==> config.mk <==
export PLATFORM = sky130hd
export DESIGN_NAME = fxp_normalizer_pipe
export DESIGN_NICKNAME = d
export VERILOG_FILES = /design/src/rtl/fxp_normalizer_pipe.sv
export SDC_FILE = /design/constraint.sdc
export NUM_CORES = 1
export LEC_CHECK = 0
export CELL_PAD_IN_SITES_DETAIL_PLACEMENT = 1
export CELL_PAD_IN_SITES_GLOBAL_PLACEMENT = 1
export CORE_MARGIN = 2
export CORE_UTILIZATION = 30
export CTS_CLUSTER_SIZE = 14
export DETAILED_ROUTE_END_ITERATION = 16
export PLACE_DENSITY_LB_ADDON = 0.1
export SETUP_SLACK_MARGIN = 0.5
export SKIP_LAST_GASP = 1
export SYNTH_ARGS = -nofsm -noshare
export SYNTH_HDL_FRONTEND = slang
export SYNTH_SLANG_ARGS = --single-unit
export TNS_END_PERCENT = 1
==> constraint.sdc <==
create_clock -name ACLK -period 5 [get_ports ACLK]
set_input_delay 0.5 -clock ACLK [delete_from_list [all_inputs] [get_ports ACLK]]
set_output_delay 0.5 -clock ACLK [all_outputs]
set_load 0.05 [all_outputs]
==> src/rtl/fxp_normalizer_pipe.sv <==
// Two-stage fixed-point normaliser: sign/magnitude split, then leading-zero count
// and left normalisation, on a valid/ready stream with full backpressure.
module fxp_normalizer_pipe #(
    parameter int C_FXP_WIDTH = 32,
    parameter int C_SIGNED    = 1,
    parameter int C_LZC_WIDTH = $clog2(C_FXP_WIDTH + 1)
) (
    input  logic                   ACLK,
    input  logic                   ARESETN,
    input  logic [C_FXP_WIDTH-1:0] S_DATA,
    input  logic                   S_VALID,
    output logic                   S_READY,
    output logic [C_FXP_WIDTH-1:0] M_MANT,
    output logic [C_LZC_WIDTH-1:0] M_LZC,
    output logic                   M_SIGN,
    output logic                   M_ZERO,
    output logic                   M_VALID,
    input  logic                   M_READY
);

    localparam int W   = C_FXP_WIDTH;
    localparam int NN  = (W + 3) / 4;
    localparam int NW  = NN * 4;
    localparam int PAD = NW - W;

    logic                   w_ready1;
    logic                   w_ready2;
    logic                   w_sign_in;
    logic [W-1:0]           w_mag_in;
    logic [NW-1:0]          w_pad;
    logic                   w_nib_nz [NN];
    logic [1:0]             w_nib_lz [NN];
    logic [C_LZC_WIDTH-1:0] w_lzc;
    logic [W-1:0]           w_mant;
    logic                   w_zero;

    logic                   r_v1;
    logic                   r_sign1;
    logic [W-1:0]           r_mag1;
    logic                   r_v2;
    logic [W-1:0]           r_mant2;
    logic [C_LZC_WIDTH-1:0] r_lzc2;
    logic                   r_sign2;
    logic                   r_zero2;

    assign w_ready2 = ~r_v2 | M_READY;
    assign w_ready1 = ~r_v1 | w_ready2;
    assign S_READY  = w_ready1 & ARESETN;

    generate
        if (C_SIGNED != 0) begin : g_signed
            // Most-negative input negates to itself, which is the correct unsigned magnitude.
            assign w_sign_in = S_DATA[W-1];
            assign w_mag_in  = w_sign_in ? (~S_DATA) + W'(1) : S_DATA;
        end else begin : g_unsigned
            assign w_sign_in = 1'b0;
            assign w_mag_in  = S_DATA;
        end
    endgenerate

    // Zero-fill at the LSB end so the nibble grid lines up with the MSB.
    assign w_pad = NW'(r_mag1) << PAD;

    genvar gi;
    generate
        for (gi = 0; gi < NN; gi++) begin : g_nib
            logic [3:0] w_n;
            assign w_n          = w_pad[NW-1-4*gi -: 4];
            assign w_nib_nz[gi] = |w_n;
            assign w_nib_lz[gi] = w_n[3] ? 2'd0 :
                                  w_n[2] ? 2'd1 :
                                  w_n[1] ? 2'd2 : 2'd3;
        end
    endgenerate

    // Scan from the least significant nibble so the most significant non-zero one wins.
    always_comb begin
        w_lzc = C_LZC_WIDTH'(W);
        for (int k = NN - 1; k >= 0; k--) begin
            if (w_nib_nz[k]) begin
                w_lzc = C_LZC_WIDTH'(4 * k) + C_LZC_WIDTH'(w_nib_lz[k]);
            end
        end
    end

    assign w_zero = ~|r_mag1;
    assign w_mant = w_zero ? '0 : (r_mag1 << w_lzc);

    always_ff @(posedge ACLK or negedge ARESETN) begin
        if (!ARESETN) begin
            r_v1    <= 1'b0;
            r_sign1 <= 1'b0;
            r_mag1  <= '0;
            r_v2    <= 1'b0;
            r_mant2 <= '0;
            r_lzc2  <= '0;
            r_sign2 <= 1'b0;
            r_zero2 <= 1'b0;
        end else begin
            if (w_ready1) begin
                r_v1    <= S_VALID;
                r_sign1 <= w_sign_in;
                r_mag1  <= w_mag_in;
            end
            if (w_ready2) begin
                r_v2    <= r_v1;
                r_mant2 <= w_mant;
                r_lzc2  <= w_lzc;
                r_sign2 <= r_sign1;
                r_zero2 <= w_zero;
            end
        end
    end

    assign M_VALID = r_v2;
    assign M_MANT  = r_mant2;
    assign M_LZC   = r_lzc2;
    assign M_SIGN  = r_sign2;
    assign M_ZERO  = r_zero2;

endmodule

==> run summary, run 1 <==
RSZ-0062 raised after global routing: false
Drt initial violations: 351
Crit share post-route: 82.3%
CTS Sinks: 75
Syn. warnings: 0
Worst Setup End Kind: flop
WP buf/inv: 0
PD cells: 449 nW/um^2
I/O Pins: 78
Synth Area in Compound Gates: 27.9%
Routed WL: 19,200 um
Async SR Flop Fraction: 100%
Hold Crit Class: input port to async pin
Max stage delay on crit path: 630 ps
Critical path fanouts, max: 22
Vias post-DR: 5,170
Fmax: 243 MHz
Post-Syn Instances: 628
Met3 usage: 2.21%
Slowest cell on the critical path: nor4_4
Clock Pin Slew Worst Setup and Hold Paths: 60 ps
Cell family with most CP delay: simple AND/OR/NAND/NOR gates
Post-layout min period: 4120 ps
Syn_nets: 665
XOR/XNOR share of the synthesized area: 4.67%
Post-DRT Antenna Nets: 0
Relative slew slack: 26.1%
Final Hold Vio Count: 0
VDD IR-drop max: 0.235 mV
Critical Path RT: 5240 ps
Final setup viols: 0
N_diodes: 0
Netlist cell types: 78
Critical path data arrival time: 4360 ps
Clk Latency, worst-skew pair: 360 ps
Core ar.: 17,900 sq um
Via/cell ratio: 5.65
Routability Congestion: 0.914
Layout area overhead: 23.7%
Routed WL per cell: 21.0 um
Layout cells sized above 1: 9.77%
Met1 usage: 27.9%
GR Util All Layers: 20.2%
Buffers on Ports: 77
CP Launch Type: flop
Util after Layout: 37.6%
HPWL Detailed: 14,700 um
Reg-to-Reg Start: r_mag1[29]
CTS tree: built
Pin count of the biggest net entering global routing: 58
Synth Area in Adders: 0.230%
Main flop type after synthesis: dfrtp_1
Max_cap viols: 0
Drc violations: 0
Main combinational cell family by area after synthesis: compound AO/OA/AOI/OAI gates
Slew Limit Fails: 0
First-pass GRT wire length: 30,800 um
Syn_area_per_cell: 8.67 sq um
Seq/Total Area, Yosys: 34.5%
# hold bufs at CTS: 0
Vias in the first global route: 5,243
Setup TNS: 0 ps
Outcome: finished, final reports clean
Post-CTS setup buffer count: 0
Final global-route overflow total: 0
Static leakage: 2.64 nW
Mux share of post-synthesis cell area: 8.18%
Site row count: 49
Synth area leader: dfrtp_1
Setup Crit Path Kind: flop to flop
Die area: 19,200 sq um
Worst-Margin Slew: 1100 ps
Critical Path Source: r_mag1[29]
Die Ht: 139 um
Final #Nets: 718
Top Usage Layer GRT: met2
Post-Syn Area: 5440 sq um
Worst path cell trace: nor4_4 > nand2_1 > nor2_2 > o21ai_4 > nand2_2 > mux4_2 > a221oi_1 > a21oi_1 > a221o_1
EDFF count, synth: 0
Number of synthesized register bits: 75
Post-Route Skew: 5.11 ps
Initial antenna violation count: 0
DRT Pass-1 Iters: 8
H-tree Lvls: 3
Post-CTS resize count: 0
Initial core utilization: 30.4%
Die W: 139 um
Clock root buffer: clkbuf_16
Share of the synthesized area in the top cell type: 34.5%
Post-synthesis simple-gate area fraction: 20.1%
M2 GR Usage: 32.7%
Synth area leaders: dfrtp_1, o21ai_0, nand2_1
Inserted Clock Buffers: 9
CTS Buffer Depth: 2
-- cell usage after synthesis (3+ instances only) --
cell / n
a211o_1: 5
a211oi_1: 7
a21o_1: 7
a21oi_1: 24
a221o_1: 3
a221oi_1: 9
a22o_1: 7
a22oi_1: 3
a311oi_1: 4
a31oi_1: 9
and2_1: 8
and3_1: 4
buf_2: 7
clkbuf_1: 31
dfrtp_1: 75
inv_1: 12
mux2_2: 6
mux2i_1: 22
mux4_2: 7
nand2_1: 84
nand2b_1: 9
nand3_1: 10
nor2_1: 41
nor2b_1: 3
nor3_1: 11
nor4_1: 9
o211ai_1: 7
o21ai_0: 67
o21ai_1: 4
o22ai_1: 3
o31ai_1: 9
o41ai_1: 9
or2_1: 3
or2_2: 5
or3_1: 9
or4_1: 6
xor2_1: 28
-- sequential cells by signal, summed over array words and instances, names as in the netlist --
| signal | count |
|---|---|
| r_mag1 | 32 |
| M_MANT | 32 |
| r_v1 | 1 |
| M_VALID | 1 |
| M_SIGN | 1 |
| M_LZC | 6 |
| M_ZERO | 1 |
| r_sign1 | 1 |
-- layout make-up --
class / instances / area [sq um]
Clock buffer: 10 / 239
Clock inverter: 6 / 113
Fill cell: 2086 / 11200
Inverter: 12 / 45.0
Multi-Input combinational cell: 497 / 3340
Sequential cell: 75 / 1880
Tap cell: 229 / 287
Timing Repair Buffer: 86 / 836
-- per-layer routing --
metal	vias to the layer above	part of all wire [%]
met2	115	47
met5	-	0
met3	24	3.6
met4	0	2.7
met1	2569	46
li1	2462	-
-- report_power, final --
part	total [W]	switching, W	leakage, nW	internal, W
Sequential	0.000884	0.000146	0.905	0.000739
Clock	0.000774	0.000273	0.161	0.000501
Combinational	0.00137	0.000878	1.57	0.000488
Total	0.00302	0.00130	2.64	0.00173
-- through the flow --
stage | instances | power [W] | setup WS (ps) | hold WS [ps] | cell area (sq um)
after global placement | 899 | 0.00225 | 999 | 457 | 6380
after global routing | 915 | 0.00318 | 579 | 111 | 6730
after detailed placement | 899 | 0.00226 | 899 | 460 | 6380
final | 915 | 0.00302 | 885 | 69.1 | 6730
after CTS | 915 | 0.00304 | 890 | 89.6 | 6730
after floorplan | 628 | 0.00177 | 1990 | 204 | 5440
-- layout by cell type, fill, tap and decap left out, types with 8 or more instances in the layout --
| cell type | instances |
|---|---|
| nor2_1 | 41 |
| nand2_1 | 84 |
| or3_1 | 9 |
| xor2_1 | 28 |
| nor4_1 | 9 |
| buf_4 | 10 |
| clkdlybuf4s50_1 | 76 |
| clkbuf_16 | 9 |
| dfrtp_1 | 75 |
| a21oi_1 | 24 |
| inv_1 | 12 |
| o31ai_1 | 9 |
| nor3_1 | 11 |
| mux2i_1 | 22 |
| and2_1 | 8 |
| a221oi_1 | 9 |
| nand2b_1 | 9 |
| a31oi_1 | 9 |
| nand3_1 | 10 |
| o21ai_0 | 66 |
| o41ai_1 | 9 |
-- cell families after synthesis --
logic type,after synthesis
AOI/OAI and AO/OA,214
muxes,35
buffers and inverters,56
adders and majority gates,1
DFF,75
and+or+nand+nor,218
xor gates and xnor gates,29
-- worst reg2reg max path: cells and delay by family, from the launching register on --
kind | cells | cell delay (ps)
muxes | 1 | 640
DFF | 1 | 470
AOI/OAI and AO/OA | 4 | 1060
and+or+nand+nor | 4 | 1830
-- worst paths after layout --
path / end / slack (ps) / cells after the start
hold reg to reg: M_MANT[10] / 470 / 2
min in group ACLK: M_MANT[10] / 470 / 2
max in group asynchronous: M_MANT[5] / 3940 / 2
setup reg to reg: M_MANT[29] / 880 / 9
hold / removal: M_MANT[15] / 70 / 1
setup / recovery: M_MANT[29] / 880 / 9
No activity file was read; power rests on OpenSTA's default activity.
==> run 2, diff against run 1 <==
- clock period: 5 -> 4.3 ns (I/O delays scaled with it)
==> run summary, run 2 (same netlist as run 1, synthesis figures left out) <==
Outcome: finished, final reports clean
Clock root buffer: clkbuf_16
Critical Path RT: 4530 ps
Worst setup margin: 649 ps
Post-layout min period: 3650 ps
Vias in the first global route: 5,516
WP buf/inv: 2
Routed WL per cell: 21.7 um
R2r setup slk: 650 ps
Die W: 139 um
Setup Crit Path Kind: flop to flop
Commonest non-fill, non-tap cells in the layout: nand2_1, clkdlybuf4s50_1, dfrtp_1
DRT Pass-1 Iters: 4
Initial core utilization: 30.4%
Post-Route Skew: 10.5 ps
Site row count: 49
Final global-route overflow total: 0
PD cells: 506 nW/um^2
Setup WS pre-CTS: 538 ps
Layout Cell Area excl Fill: 6770 sq um
Die Ht: 139 um
CTS Sinks: 75
Critical path data arrival time: 3890 ps
Post-DRT Antenna Nets: 0
Worst-Margin Slew: 1110 ps
Placed Cells: 909
Critical path fanouts, max: 16
Max stage delay on crit path: 590 ps
Die area: 19,200 sq um
Layout Cells excl Fill: 925
Final Hold Vio Count: 0
Relative slew slack: 25.7%
Worst Setup End Kind: flop
Slew Limit Fails: 0
Layout area overhead: 24.3%
VDD IR-drop max: 0.247 mV
# hold bufs at CTS: 0
Final setup viols: 0
Routability Congestion: 0.884
CTS tree: built
Max_cap viols: 0
Initial antenna violation count: 0
Fmax: 274 MHz
Most common library cell in the layout ignoring fill and taps: nand2_1
CTS Buffer Depth: 2
Via/cell ratio: 5.67
Static leakage: 2.67 nW
Reg-to-Reg Start: r_mag1[28]
Placed Area: 6450 sq um
Setup TNS: 0 ps
Crit share post-route: 84.9%
Slowest cell on the critical path: mux4_2
Hold Crit Class: input port to async pin
Layout cells sized above 1: 11.5%
Clk Latency, worst-skew pair: 350 ps
Routed WL: 20,000 um
Util after Layout: 37.8%
Drc violations: 0
RSZ-0062 raised after global routing: false
Cell family with most CP delay: simple AND/OR/NAND/NOR gates
GR Util All Layers: 21.0%
Final #Nets: 728
Worst path cell trace: nor4_4 > nand2_2 > nor2_2 > o21ai_4 > nand2_2 > buf_4 > mux4_2 > a211oi_1 > a2111oi_0 > buf_4 > a211o_1
First-pass GRT wire length: 32,000 um
HPWL Detailed: 15,400 um
I/O Pins: 78
Vias post-DR: 5,245
Clock Pin Slew Worst Setup and Hold Paths: 60 ps
Buffers on Ports: 77
Critical Path Source: r_mag1[28]
N_diodes: 0
Drt initial violations: 283
CP Launch Type: flop
Inserted Clock Buffers: 9
H-tree Lvls: 3
Pin count of the biggest net entering global routing: 58
Core ar.: 17,900 sq um
run 2: worst paths after layout:
kind / end / depth (start not counted)
worst max-delay path: M_MANT[25] / 11
worst min-delay path: M_MANT[13] / 1
worst max register to register: M_MANT[25] / 11
worst min register to register: M_MANT[10] / 2
max in group asynchronous: M_MANT[3] / 2
min in group ACLK: M_MANT[10] / 2
run 2: power by group:
group          switching, W  leakage (nW)  internal, W
Clock              0.000313         0.144     0.000453
Sequential         0.000172         0.905     0.000859
Combinational       0.00104          1.62     0.000589
run 2: worst reg2reg max path: stages (launching register included):
cell       delay, ps
dfrtp_1          460
nor4_4           530
nand2_2          230
nor2_2           330
o21ai_4          230
nand2_2          140
buf_4            260
mux4_2           600
a211oi_1         250
a2111oi_0        120
buf_4            170
a211o_1          220
run 2: through the flow:
step	hold slack, ps	power [W]
final	20.5	0.00342
after global routing	40.5	0.00360
after CTS	19.6	0.00345
after detailed placement	393	0.00267
after global placement	387	0.00264
after floorplan	134	0.00206
run 2: timing repair:
action                                  4_1_cts  5_1_grt
endpoints found under the setup margin        1       12
gates resized for setup                       1        4
buffers inserted                              0        0
gates cloned                                  0        0
run 2: cell type report:
cell class | count | area (sq um)
Timing Repair Buffer | 96 | 911
Sequential cell | 75 | 1880
Multi-Input combinational cell | 497 | 3350
Tap cell | 229 | 287
Clock buffer | 13 | 280
Fill cell | 2086 | 11100
Inverter | 12 | 45.0
Clock inverter | 3 | 20.0
run 2: routing by layer:
| metal | routed length (um) | global-route usage (%) | share of wire (%) | up-vias |
|---|---|---|---|---|
| met5 | 0 | 0 | 0 | - |
| met4 | 501 | 6.91 | 2.5 | 0 |
| met3 | 579 | 3.07 | 2.9 | 25 |
| met2 | 9620 | 35.5 | 48 | 107 |
| met1 | 9330 | 27.7 | 47 | 2639 |
| li1 | - | - | - | 2474 |
